**config.mk**
```make
export PLATFORM = sky130hd
export DESIGN_NAME = mig_cmd_arbiter
export DESIGN_NICKNAME = d
export VERILOG_FILES = /design/src/rtl/mig_cmd_arbiter.sv
export SDC_FILE = /design/constraint.sdc
export NUM_CORES = 1
export LEC_CHECK = 0
export ABC_AREA = 1
export BUFFER_PORTS_ARGS = -buffer_cell sky130_fd_sc_hd__buf_2
export CAP_MARGIN = 20
export CORE_ASPECT_RATIO = 0.7
export CORE_MARGIN = 1.5
export CORE_UTILIZATION = 40
export DETAILED_ROUTE_END_ITERATION = 7
export PLACE_DENSITY = 0.73
export SETUP_SLACK_MARGIN = 0.02
export SYNTH_ARGS = -nofsm -noshare
export SYNTH_HDL_FRONTEND = slang
export SYNTH_SLANG_ARGS = --single-unit
```
**constraint.sdc**
```tcl
create_clock -name ui_clk -period 2.8 [get_ports ui_clk]
set_input_delay 0.56 -clock ui_clk [delete_from_list [all_inputs] [get_ports ui_clk]]
set_output_delay 0.56 -clock ui_clk [all_outputs]
set_load 0.01 [all_outputs]
```
**src/rtl/mig_cmd_arbiter.sv**
```systemverilog
`default_nettype none
// ============================================================================
// Module      : mig_cmd_arbiter
// Description : Round-robin arbiter and sequencer for the single MIG command
//               port (write and read command channels) shared by NREQ
//               requesters. One whole transaction is granted at a time:
//               command handshake, then beat counting on the 512-bit data
//               bus until the message is complete.
//
// Ports       : ui_clk, aresetn        clock, async active-low reset
//               req_valid/write/...    per-requester request (sliced buses)
//               req_ready, req_done    one-cycle accept / completion pulses
//               grant                  one-hot owner, accept through DONE
//               busy                   arbiter not idle
//               write*/read*           MIG write / read command channels
//               wvalid, rvalid         MIG data beat strobes
//               timeout_err            sticky beat-gap error
//
// Options     : define MIG_ARB_TIMEOUT_EN to abort a transfer whose beats
//               stall for TIMEOUT cycles (timeout_err is tied 0 otherwise).
//
// Revision    : 1.0  initial release
// ============================================================================
module mig_cmd_arbiter #(
    parameter int NREQ       = 4,
    parameter int BEAT_SHIFT = 5,
    parameter int TIMEOUT    = 1024
) (
    input  logic                 ui_clk,
    input  logic                 aresetn,
    input  logic [NREQ-1:0]      req_valid,
    input  logic [NREQ-1:0]      req_write,
    input  logic [32*NREQ-1:0]   req_address,
    input  logic [16*NREQ-1:0]   req_size,
    output logic [NREQ-1:0]      req_ready,
    output logic [NREQ-1:0]      req_done,
    output logic [NREQ-1:0]      grant,
    output logic                 busy,
    output logic                 writevalid,
    output logic [31:0]          writeaddress,
    output logic [15:0]          writemessagesize,
    input  logic                 writeready,
    output logic                 readvalid,
    output logic [31:0]          readaddress,
    output logic [15:0]          readmessagesize,
    input  logic                 readready,
    input  logic                 wvalid,
    input  logic                 rvalid,
    output logic                 timeout_err
);

    localparam int          c_PTR_W = (NREQ > 1) ? $clog2(NREQ) : 1;
    localparam logic [16:0] c_ROUND = 17'((1 << BEAT_SHIFT) - 1);

    localparam logic [1:0] c_IDLE  = 2'd0;
    localparam logic [1:0] c_ISSUE = 2'd1;
    localparam logic [1:0] c_XFER  = 2'd2;
    localparam logic [1:0] c_DONE  = 2'd3;

    // ------------------------------------------------------------------
    // Registers
    // ------------------------------------------------------------------
    logic [1:0]          r_state;
    logic [c_PTR_W-1:0]  r_ptr;
    logic [NREQ-1:0]     r_grant;
    logic [NREQ-1:0]     r_ready;
    logic [NREQ-1:0]     r_done;
    logic                r_busy;
    logic                r_write;
    logic [31:0]         r_addr;
    logic [15:0]         r_size;
    logic [11:0]         r_exp;
    logic [11:0]         r_beats;
    logic                r_writevalid;
    logic [31:0]         r_writeaddress;
    logic [15:0]         r_writemessagesize;
    logic                r_readvalid;
    logic [31:0]         r_readaddress;
    logic [15:0]         r_readmessagesize;
    logic                r_timeout_err;

    // ------------------------------------------------------------------
    // Combinational
    // ------------------------------------------------------------------
    logic                w_found;
    logic [c_PTR_W-1:0]  w_win;
    logic [c_PTR_W-1:0]  w_idx;
    logic [NREQ-1:0]     w_win_oh;
    logic                w_sel_write;
    logic [31:0]         w_sel_addr;
    logic [15:0]         w_sel_size;
    logic [11:0]         w_sel_beats;
    logic                w_beat;
    logic                w_last;
    logic                w_cmd_ready;
    logic                w_timeout;
    logic [1:0]          w_next_state;

    // Search starts just above the last winner and wraps, so the most
    // recently served requester has the lowest priority next time.
    always_comb begin
        w_found = 1'b0;
        w_win   = '0;
        w_idx   = '0;
        for (int i = 1; i <= NREQ; i++) begin
            w_idx = c_PTR_W'((int'(r_ptr) + i) % NREQ);
            if (!w_found && req_valid[w_idx]) begin
                w_found = 1'b1;
                w_win   = w_idx;
            end
        end
    end

    // Constant-index mux of the winner's request fields.
    always_comb begin
        w_win_oh    = '0;
        w_sel_write = 1'b0;
        w_sel_addr  = '0;
        w_sel_size  = '0;
        for (int k = 0; k < NREQ; k++) begin
            if (w_win == c_PTR_W'(k)) begin
                w_win_oh[k] = 1'b1;
                w_sel_write = req_write[k];
                w_sel_addr  = req_address[32*k +: 32];
                w_sel_size  = req_size[16*k +: 16];
            end
        end
    end

    // Round the element count up to whole beats.
    assign w_sel_beats = 12'(({1'b0, w_sel_size} + c_ROUND) >> BEAT_SHIFT);

    // Only the beat strobe matching the granted direction counts.
    assign w_beat      = r_write ? wvalid : rvalid;
    assign w_last      = (r_state == c_XFER) && w_beat && ((r_beats + 12'd1) == r_exp);
    assign w_cmd_ready = r_write ? writeready : readready;

`ifdef MIG_ARB_TIMEOUT_EN
    localparam int c_TO_W = $clog2(TIMEOUT + 1);

    // Cycles elapsed since the command pulse or the most recent counted beat.
    logic [c_TO_W-1:0] r_idle;

    assign w_timeout = (r_state == c_XFER) && !w_beat &&
                       ((r_idle + c_TO_W'(1)) == c_TO_W'(TIMEOUT));

    always_ff @(posedge ui_clk or negedge aresetn) begin
        if (!aresetn) begin
            r_idle <= '0;
        end else if (r_state != c_XFER) begin
            r_idle <= '0;
        end else if (w_beat) begin
            r_idle <= c_TO_W'(1);
        end else begin
            r_idle <= r_idle + c_TO_W'(1);
        end
    end
`else
    assign w_timeout = 1'b0;
`endif

    always_comb begin
        w_next_state = r_state;
        case (r_state)
            c_IDLE:  if (w_found) w_next_state = c_ISSUE;
            c_ISSUE: begin
                if (r_size == 16'd0)  w_next_state = c_DONE;
                else if (w_cmd_ready) w_next_state = c_XFER;
            end
            c_XFER:  if (w_last || w_timeout) w_next_state = c_DONE;
            c_DONE:  w_next_state = c_IDLE;
            default: w_next_state = c_IDLE;
        endcase
    end

    // ------------------------------------------------------------------
    // Sequential
    // ------------------------------------------------------------------
    always_ff @(posedge ui_clk or negedge aresetn) begin
        if (!aresetn) begin
            r_state            <= c_IDLE;
            r_ptr              <= c_PTR_W'(NREQ - 1);
            r_grant            <= '0;
            r_ready            <= '0;
            r_done             <= '0;
            r_busy             <= 1'b0;
            r_write            <= 1'b0;
            r_addr             <= '0;
            r_size             <= '0;
            r_exp              <= '0;
            r_beats            <= '0;
            r_writevalid       <= 1'b0;
            r_writeaddress     <= '0;
            r_writemessagesize <= '0;
            r_readvalid        <= 1'b0;
            r_readaddress      <= '0;
            r_readmessagesize  <= '0;
            r_timeout_err      <= 1'b0;
        end else begin
            r_state      <= w_next_state;
            r_busy       <= (w_next_state != c_IDLE);
            r_ready      <= '0;
            r_done       <= '0;
            r_writevalid <= 1'b0;
            r_readvalid  <= 1'b0;
            case (r_state)
                c_IDLE: begin
                    if (w_found) begin
                        r_ready <= w_win_oh;
                        r_grant <= w_win_oh;
                        r_ptr   <= w_win;
                        r_write <= w_sel_write;
                        r_addr  <= w_sel_addr;
                        r_size  <= w_sel_size;
                        r_exp   <= w_sel_beats;
                        r_beats <= '0;
                    end
                end
                c_ISSUE: begin
                    if (r_size == 16'd0) begin
                        r_done <= r_grant;
                    end else if (r_write && writeready) begin
                        r_writevalid       <= 1'b1;
                        r_writeaddress     <= r_addr;
                        r_writemessagesize <= r_size;
                    end else if (!r_write && readready) begin
                        r_readvalid       <= 1'b1;
                        r_readaddress     <= r_addr;
                        r_readmessagesize <= r_size;
                    end
                end
                c_XFER: begin
                    if (w_beat) r_beats <= r_beats + 12'd1;
                    if (w_last || w_timeout) r_done <= r_grant;
                    if (w_timeout) r_timeout_err <= 1'b1;
                end
                c_DONE: begin
                    r_grant <= '0;
                end
                default: begin
                    r_grant <= '0;
                end
            endcase
        end
    end

    assign req_ready        = r_ready;
    assign req_done         = r_done;
    assign grant            = r_grant;
    assign busy             = r_busy;
    assign writevalid       = r_writevalid;
    assign writeaddress     = r_writeaddress;
    assign writemessagesize = r_writemessagesize;
    assign readvalid        = r_readvalid;
    assign readaddress      = r_readaddress;
    assign readmessagesize  = r_readmessagesize;
    assign timeout_err      = r_timeout_err;

endmodule
`default_nettype wire

```
==> impl_metrics.py, run 1 <==
metrics = {
    "run_status": {
        "outcome": "finished, violations left",
        "violations": "setup timing",
    },
    "cells_and_area": {
        "seq_area_sq_um": 4710,
        "drive_above_1_share": 0.350,
        "final_cell_count_no_fill": 1836,
        "areaGrowthSynthToFinish_pct": 35.3,
        "n_antenna_cell": 0,
        "mostFrequentLayoutCells": "buf_2, nand2_1, dfrtp_1",
        "final_nets": 1722,
        "fill_cells": 2153,
        "multi_input_area_sq_um": 4240,
        "final_common_cell": "buf_2",
    },
    "power": {
        "leakagePower_nw": 6.64,
        "power-per-cell-area_nw_per_um2": 1560,
        "total_power_mw": 19.9,
        "peakVddDrop_v": 0.000837,
    },
    "timing": {
        "slew_headroom": 0.606,
        "slew_viol_final": 0,
        "layout_setup_ws_ns": -0.0766,
        "min_period_over_period": 1.03,
        "rsz0062_at_grt": "true",
        "clock.fmax_ghz": 0.348,
        "worst_pin_slew_ns": 0.590,
        "period_minus_slack_ns": 2.88,
        "finalHoldViolations": 0,
        "clock_skew_ns": 0.0117,
        "finalSetupViolCount": 8,
    },
    "critical_path": {
        "timing.rr.end": "r_addr[0]",
        "worst_setup_path_start_kind": "flip-flop",
        "critPathRequiredTime_ns": 3.09,
        "reg2reg_depth": 17,
        "cp-endpoint": "r_addr[0]",
        "worstSetupEndpointType": "flip-flop",
        "reg2reg_slack_ns": -0.08,
        "critPathLaunch": "r_ptr[0]",
        "reg2reg_from": "r_ptr[0]",
        "worstSetupPathType": "reg2reg",
        "cp_max_fo": 26,
        "worstPathArrival_ns": 3.17,
    },
    "logic_synthesis": {
        "synthSimpleGateAreaFrac": 0.247,
        "synth-adder-area-share": 0.00663,
        "syn-num-nets": 1371,
        "yosysSeqAreaShare": 0.499,
        "syn_area_per_cell_sq_um": 8.13,
        "synth_cells": 1160,
        "synth-seq-cells": 188,
        "ys_types": 48,
        "synthMuxAreaShare": 0,
        "synth-compound-area-share": 0.148,
        "synth_area_sq_um": 9430,
        "ys_warn_count": 0,
        "synth_top_family_by_area": "simple AND/OR/NAND/NOR gates",
        "synth_xor_area_frac": 0.0139,
    },
    "floorplan": {
        "fp.dieH_um": 131,
        "dieArea_sq_um": 24500,
        "die_w_um": 187,
        "core-area_sq_um": 22900,
        "start_util": 0.412,
        "io-pin-count": 318,
        "row_count": 46,
    },
    "min_path": {
        "hold_class": "in2async",
    },
    "global_route": {
        "grt-ovfl-total": 0,
        "antenna_found_initial": 0,
        "grt_first_pass_wirelength_um": 47100,
        "grt_max_degree": 97,
        "grt_pass1_vias": 8923,
        "track_usage": 0.243,
    },
    "placed_design": {
        "gp_congestion": 0.898,
        "hpwl_um": 22300,
        "io_buffer_count": 316,
        "dp.cells": 1781,
    },
    "cts": {
        "cts.clk_slew.worst_paths_ns": 0.07,
        "clock_sinks": 188,
        "numCtsBuffers": 17,
        "cts-root-buf": "clkbuf_16",
        "ctsHoldBuffers": 0,
        "cts_tree": "built",
        "htree_levels": 4,
        "clock_latency_ns": 0.44,
        "clockBufferDepth": 2,
    },
    "route": {
        "vias": 9338,
        "route.detailed.drc": 0,
        "avgViaCountPerCell": 5.09,
        "ant_nets": 0,
        "first_pass_iters": 5,
        "wl_per_cell_um": 16.3,
        "finalWirelength_um": 29900,
        "dr.first_iter.drc_count": 605,
    },
    "job": {
        "drv_cap": 0,
    },
}
[layer usage]
metal,track usage,wire length (um),share of wire,vias up
met4,0.0668,473,0.016,0
met5,0,0,0,-
met1,0.344,13600,0.46,4420
li1,-,-,-,4503
met2,0.375,13600,0.45,379
met3,0.0534,2240,0.075,36
[worst max-delay path, stage by stage, from the launching register on]
cell and delay [ns]:
dfstp_2 0.61, clkinv_4 0.13, nand2_4 0.10, nand2_4 0.06
nand2_4 0.09, nand2_4 0.08, nor2_4 0.21, nand3b_2 0.12
nand2_4 0.13, buf_12 0.13, nor2_4 0.05, buf_12 0.14
buf_4 0.13, buf_12 0.15, a22o_1 0.23, a21oi_2 0.13
buf_4 0.13, a31oi_1 0.07
[kinds of logic after synthesis]
| group | after synthesis |
|---|---|
| AO/OA/AOI/OAI | 238 |
| XOR/XNOR | 15 |
| adder cells (fa/ha/maj) | 5 |
| buffers and inverters | 190 |
| flip-flops | 188 |
| other | 1 |
| AND/OR/NAND/NOR | 523 |
[power by group]
part           switching (mW)  internal, mW  leakage, nW  total (mW)
clock network            1.15          1.20        0.270        2.35
registers               0.659          3.96         2.34        4.62
logic                    7.86          5.12         4.03        13.0
total                    9.67          10.3         6.64        19.9
[state kept, by name, indices dropped and copies added, names as in the netlist, 2 cells and up]
| name | count |
|---|---|
| req_done | 4 |
| readaddress | 32 |
| r_addr | 32 |
| r_exp | 12 |
| readmessagesize | 16 |
| r_size | 16 |
| grant | 4 |
| r_ptr | 2 |
| writeaddress | 32 |
| r_state | 2 |
| r_beats | 12 |
| req_ready | 4 |
| writemessagesize | 16 |
[area by class of cell]
cell class                 instances  share of cell area
clock buffer                      19              0.0347
clock inverter                    13             0.00951
inverter                         134              0.0412
multi-input combinational        784               0.333
sequential                       188               0.369
tap                              312              0.0306
timing repair buffer             386               0.183
[what timing repair did]
| item | CTS | global route |
|---|---|---|
| gates cloned | 0 | 3 |
| setup endpoints to repair | 13 | 35 |
| buffers inserted | 7 | 13 |
| resized for setup | 7 | 84 |
| pin swaps | 3 | 29 |
[worst min path at each step]
| stage | startpoint | slack, ns | endpoint |
|---|---|---|---|
| after floorplan | aresetn | 0.26 | busy |
| final | aresetn | 0.14 | readaddress[26] |
| after global placement | writeaddress[31] | 0.46 | writeaddress[31] |
| after detailed placement | writeaddress[9] | 0.47 | writeaddress[9] |
| after CTS | aresetn | 0.14 | readaddress[26] |
| after global routing | aresetn | 0.17 | r_exp[9] |
[metrics by stage]
| stage | setup WS [ns] | instance area (sq um) | util | hold slack, ns | setup TNS (ns) |
|---|---|---|---|---|---|
| floorplan | 0.325 | 9430 | - | 0.264 | 0 |
| global placement | 0.000116 | 11700 | 0.509 | 0.459 | 0 |
| detailed placement | -0.110 | 11700 | 0.509 | 0.467 | -0.758 |
| CTS | 0.00804 | 12300 | 0.537 | 0.137 | 0 |
| global route | -0.227 | 12800 | 0.557 | 0.165 | -3.95 |
| finish | -0.0766 | 12800 | 0.557 | 0.137 | -0.246 |
[cells in the mapped netlist (all sizes together)]
master / n / share of area
nand2: 311 / 0.13
o22ai: 12 / 0.0080
xnor2: 5 / 0.0046
nand4: 20 / 0.015
a221oi: 14 / 0.013
a21oi: 24 / 0.016
nand3: 76 / 0.044
a211oi: 5 / 0.0040
nand3b: 2 / 0.0020
inv: 134 / 0.054
clkbuf: 31 / 0.012
dfstp: 2 / 0.0056
o21ai: 139 / 0.074
nor2: 96 / 0.044
nor4: 5 / 0.0033
dfrtp: 186 / 0.49
buf: 25 / 0.018
a31oi: 26 / 0.017
o21bai: 4 / 0.0032
o221ai: 1 / 0.00093
a22o: 13 / 0.012
conb: 1 / 0.00040
and2: 3 / 0.0020
ha: 5 / 0.0066
xor2: 10 / 0.0093
or2: 5 / 0.0033
nor3: 5 / 0.0032
Power figures use the tool's default switching activity.
==> run 2, diff against run 1 <==
ABC_AREA = unset   (was 1)
HOLD_SLACK_MARGIN = 0.05   (was unset)
==> run 2 against run 1 <==
  * The run now ends clean
  * Flip-flop and latch count unchanged
  * First-iteration DRC count fell by 24%
  * Sequential power increased by 3%
  * Final cell count down 7.1%
  * Highest routed layer unchanged
  * Final area shrank 1.7%
  * Register-to-register slack improved by 0.15 ns
  * Clock skew is 0.0023 ns higher
  * Critical endpoint is now r_exp[9]
==> impl_metrics.py, run 2 <==
metrics = {
    "run_status": {
        "outcome": "finished, final reports clean",
    },
    "logic_synthesis": {
        "synth_area_sq_um": 9510,
        "ys_types": 60,
        "yosysSeqAreaShare": 0.495,
        "synth_edf_count": 0,
        "synth_top_cells_by_count": "nand2_1, dfrtp_1, o21ai_0",
        "yosys.area.top_type_share": 0.489,
        "synth.largest_area_cell": "dfrtp_1",
        "ys_warn_count": 0,
        "synthFlopType": "dfrtp_1",
        "synth_most_common_cell": "nand2_1",
        "syn-num-nets": 1267,
        "synth-seq-cells": 188,
        "synth_cells": 1056,
        "syn_area_per_cell_sq_um": 9.01,
        "synth.area.top_cells": "dfrtp_1, nand2_1, mux2_2",
        "async_flop_share": 1.00,
    },
    "placed_design": {
        "gp_congestion": 0.860,
        "place_area_sq_um": 11700,
        "hpwl_um": 21400,
        "io_buffer_count": 316,
    },
    "cts": {
        "clock_sinks": 188,
        "htree_levels": 4,
        "clock_latency_ns": 0.44,
        "cts-root-buf": "clkbuf_16",
        "cts.clk_slew.worst_paths_ns": 0.07,
        "numCtsBuffers": 17,
        "cts_tree": "built",
        "clockBufferDepth": 2,
    },
    "route": {
        "ant_nets": 0,
        "dr.first_iter.drc_count": 459,
        "vias": 8744,
        "avgViaCountPerCell": 5.13,
        "finalWirelength_um": 28700,
        "route.detailed.drc": 0,
        "wl_per_cell_um": 16.8,
        "first_pass_iters": 5,
    },
    "global_route": {
        "track_usage": 0.231,
        "grt_max_degree": 77,
        "grt_first_pass_wirelength_um": 45300,
        "grt-ovfl-total": 0,
        "grt_pass1_vias": 8540,
        "antenna_found_initial": 0,
    },
    "cells_and_area": {
        "mostFrequentLayoutCells": "nand2_1, buf_2, dfrtp_1",
        "drive_above_1_share": 0.362,
        "seq_area_sq_um": 4710,
        "n_antenna_cell": 0,
        "fill_cells": 2077,
        "areaGrowthSynthToFinish_pct": 31.9,
        "final_common_cell": "nand2_1",
        "final_util": 0.546,
        "final_nets": 1591,
        "final_area_sq_um": 12500,
        "multi_input_area_sq_um": 4660,
    },
    "critical_path": {
        "reg2reg_from": "r_ptr[1]",
        "worst_setup_path_start_kind": "flip-flop",
        "worstSetupEndpointType": "flip-flop",
        "cp_max_fo": 7,
        "worstPathArrival_ns": 3.04,
        "worstSetupPathType": "reg2reg",
        "timing.rr.end": "r_exp[9]",
        "reg2reg_slack_ns": 0.07,
        "critPathRequiredTime_ns": 3.11,
        "reg2reg_depth": 11,
    },
    "timing": {
        "slew_headroom": 0.624,
        "rsz0062_at_grt": "true",
        "setup-tns-final_ns": 0,
        "period_minus_slack_ns": 2.73,
        "finalHoldViolations": 0,
        "slew_viol_final": 0,
        "finalSetupViolCount": 0,
        "min_period_over_period": 0.974,
        "clock.fmax_ghz": 0.367,
        "clock_skew_ns": 0.0139,
        "worst_pin_slew_ns": 0.564,
    },
    "power": {
        "switching_power_mw": 5.66,
        "pwr-share-clk": 0.174,
        "leakagePower_nw": 6.49,
        "switching_share": 0.414,
        "cell_internal_pwr_mw": 8.00,
        "p_comb_frac": 0.477,
        "p_seq_frac": 0.348,
        "power-per-cell-area_nw_per_um2": 1090,
        "peakVddDrop_v": 0.000577,
    },
    "floorplan": {
        "row_count": 46,
        "io-pin-count": 318,
        "start_util": 0.414,
        "dieArea_sq_um": 24700,
        "die_w_um": 187,
        "fp.dieH_um": 132,
        "core-area_sq_um": 23000,
    },
    "min_path": {
        "hold_class": "in2async",
    },
    "job": {
        "drv_cap": 0,
    },
}
[run 2: kinds of logic (layout without fill, tap and decap cells)]
logic type / count (synthesis) / in the layout / synth area share
AOI/OAI and AO/OA: 147 / 147 / 0.0959
muxes: 106 / 106 / 0.122
buffers and inverters: 80 / 417 / 0.0356
adders and majority gates: 5 / 5 / 0.00658
xor gates and xnor gates: 26 / 26 / 0.0239
DFF: 188 / 188 / 0.495
and+or+nand+nor: 503 / 503 / 0.220
other: 1 / 1 / 0.000394
[run 2: worst max path at each step]
| stage | to | startpoint | depth (start not counted) | slack, ns |
|---|---|---|---|---|
| 2_1_floorplan | r_exp[8] | req_valid[0] | 9 | -0.05 |
| 3_3_place_gp | r_exp[10] | req_valid[1] | 12 | -0.08 |
| 3_5_place_dp | r_exp[10] | req_valid[3] | 10 | -0.23 |
| 4_1_cts | r_exp[10] | r_ptr[0] | 10 | 0.02 |
| 5_1_grt | r_exp[8] | r_ptr[1] | 10 | 0.002 |
| 6_report | r_exp[9] | r_ptr[1] | 11 | 0.07 |
[run 2: timing repair]
action / in CTS / in global routing
hold buffers: 0 / 0
resized for setup: 8 / 24
pin swaps: 2 / 3
buffers inserted: 1 / 1
cloned: 0 / 1
setup endpoints to repair: 4 / 10
[run 2: power by group through the flow]
stage	combinational [mW]	clock, mW	sequential [mW]
CTS	6.33	2.44	4.75
detailed placement	6.20	0	4.79
floorplan	3.56	0	4.88
global placement	6.02	0	4.74
finish	6.52	2.38	4.76
global route	7.18	2.54	4.90
[run 2: area by class of cell]
class	instances	area share
Clock inverter	13	0.0105
Timing Repair Buffer	374	0.174
Inverter	11	0.00329
Multi-Input combinational cell	788	0.371
Clock buffer	19	0.0353
Sequential cell	188	0.375
Tap cell	312	0.0311
[run 2: per-stage QoR]
step	instances	hold WS, ns	power, mW	worst slack (ns)
floorplan	1056	0.264	8.43	-0.0497
global placement	1670	0.454	10.8	-0.0801
detailed placement	1670	0.457	11.0	-0.231
CTS	1703	0.100	13.5	0.0206
global route	1705	0.119	14.6	0.00155
finish	1705	0.0945	13.7	0.0738
[run 2: critical path, cell delays in order, from the launching register on]
cell       delay, ns
dfstp_2         0.61
nor3b_2         0.09
a311oi_4        0.33
clkbuf_16       0.25
mux2i_1         0.13
mux2i_4         0.22
nor4_4          0.06
buf_6           0.15
buf_4           0.14
a2111oi_2       0.38
xnor2_1         0.17
o21ai_1         0.08
[run 2: layer usage]
metal | global-route usage | vias up | part of all wire
met5 | 0 | - | 0
met4 | 0.0520 | 0 | 0.0090
met3 | 0.0487 | 19 | 0.060
met2 | 0.363 | 292 | 0.45
met1 | 0.327 | 4247 | 0.48
li1 | - | 4186 | -
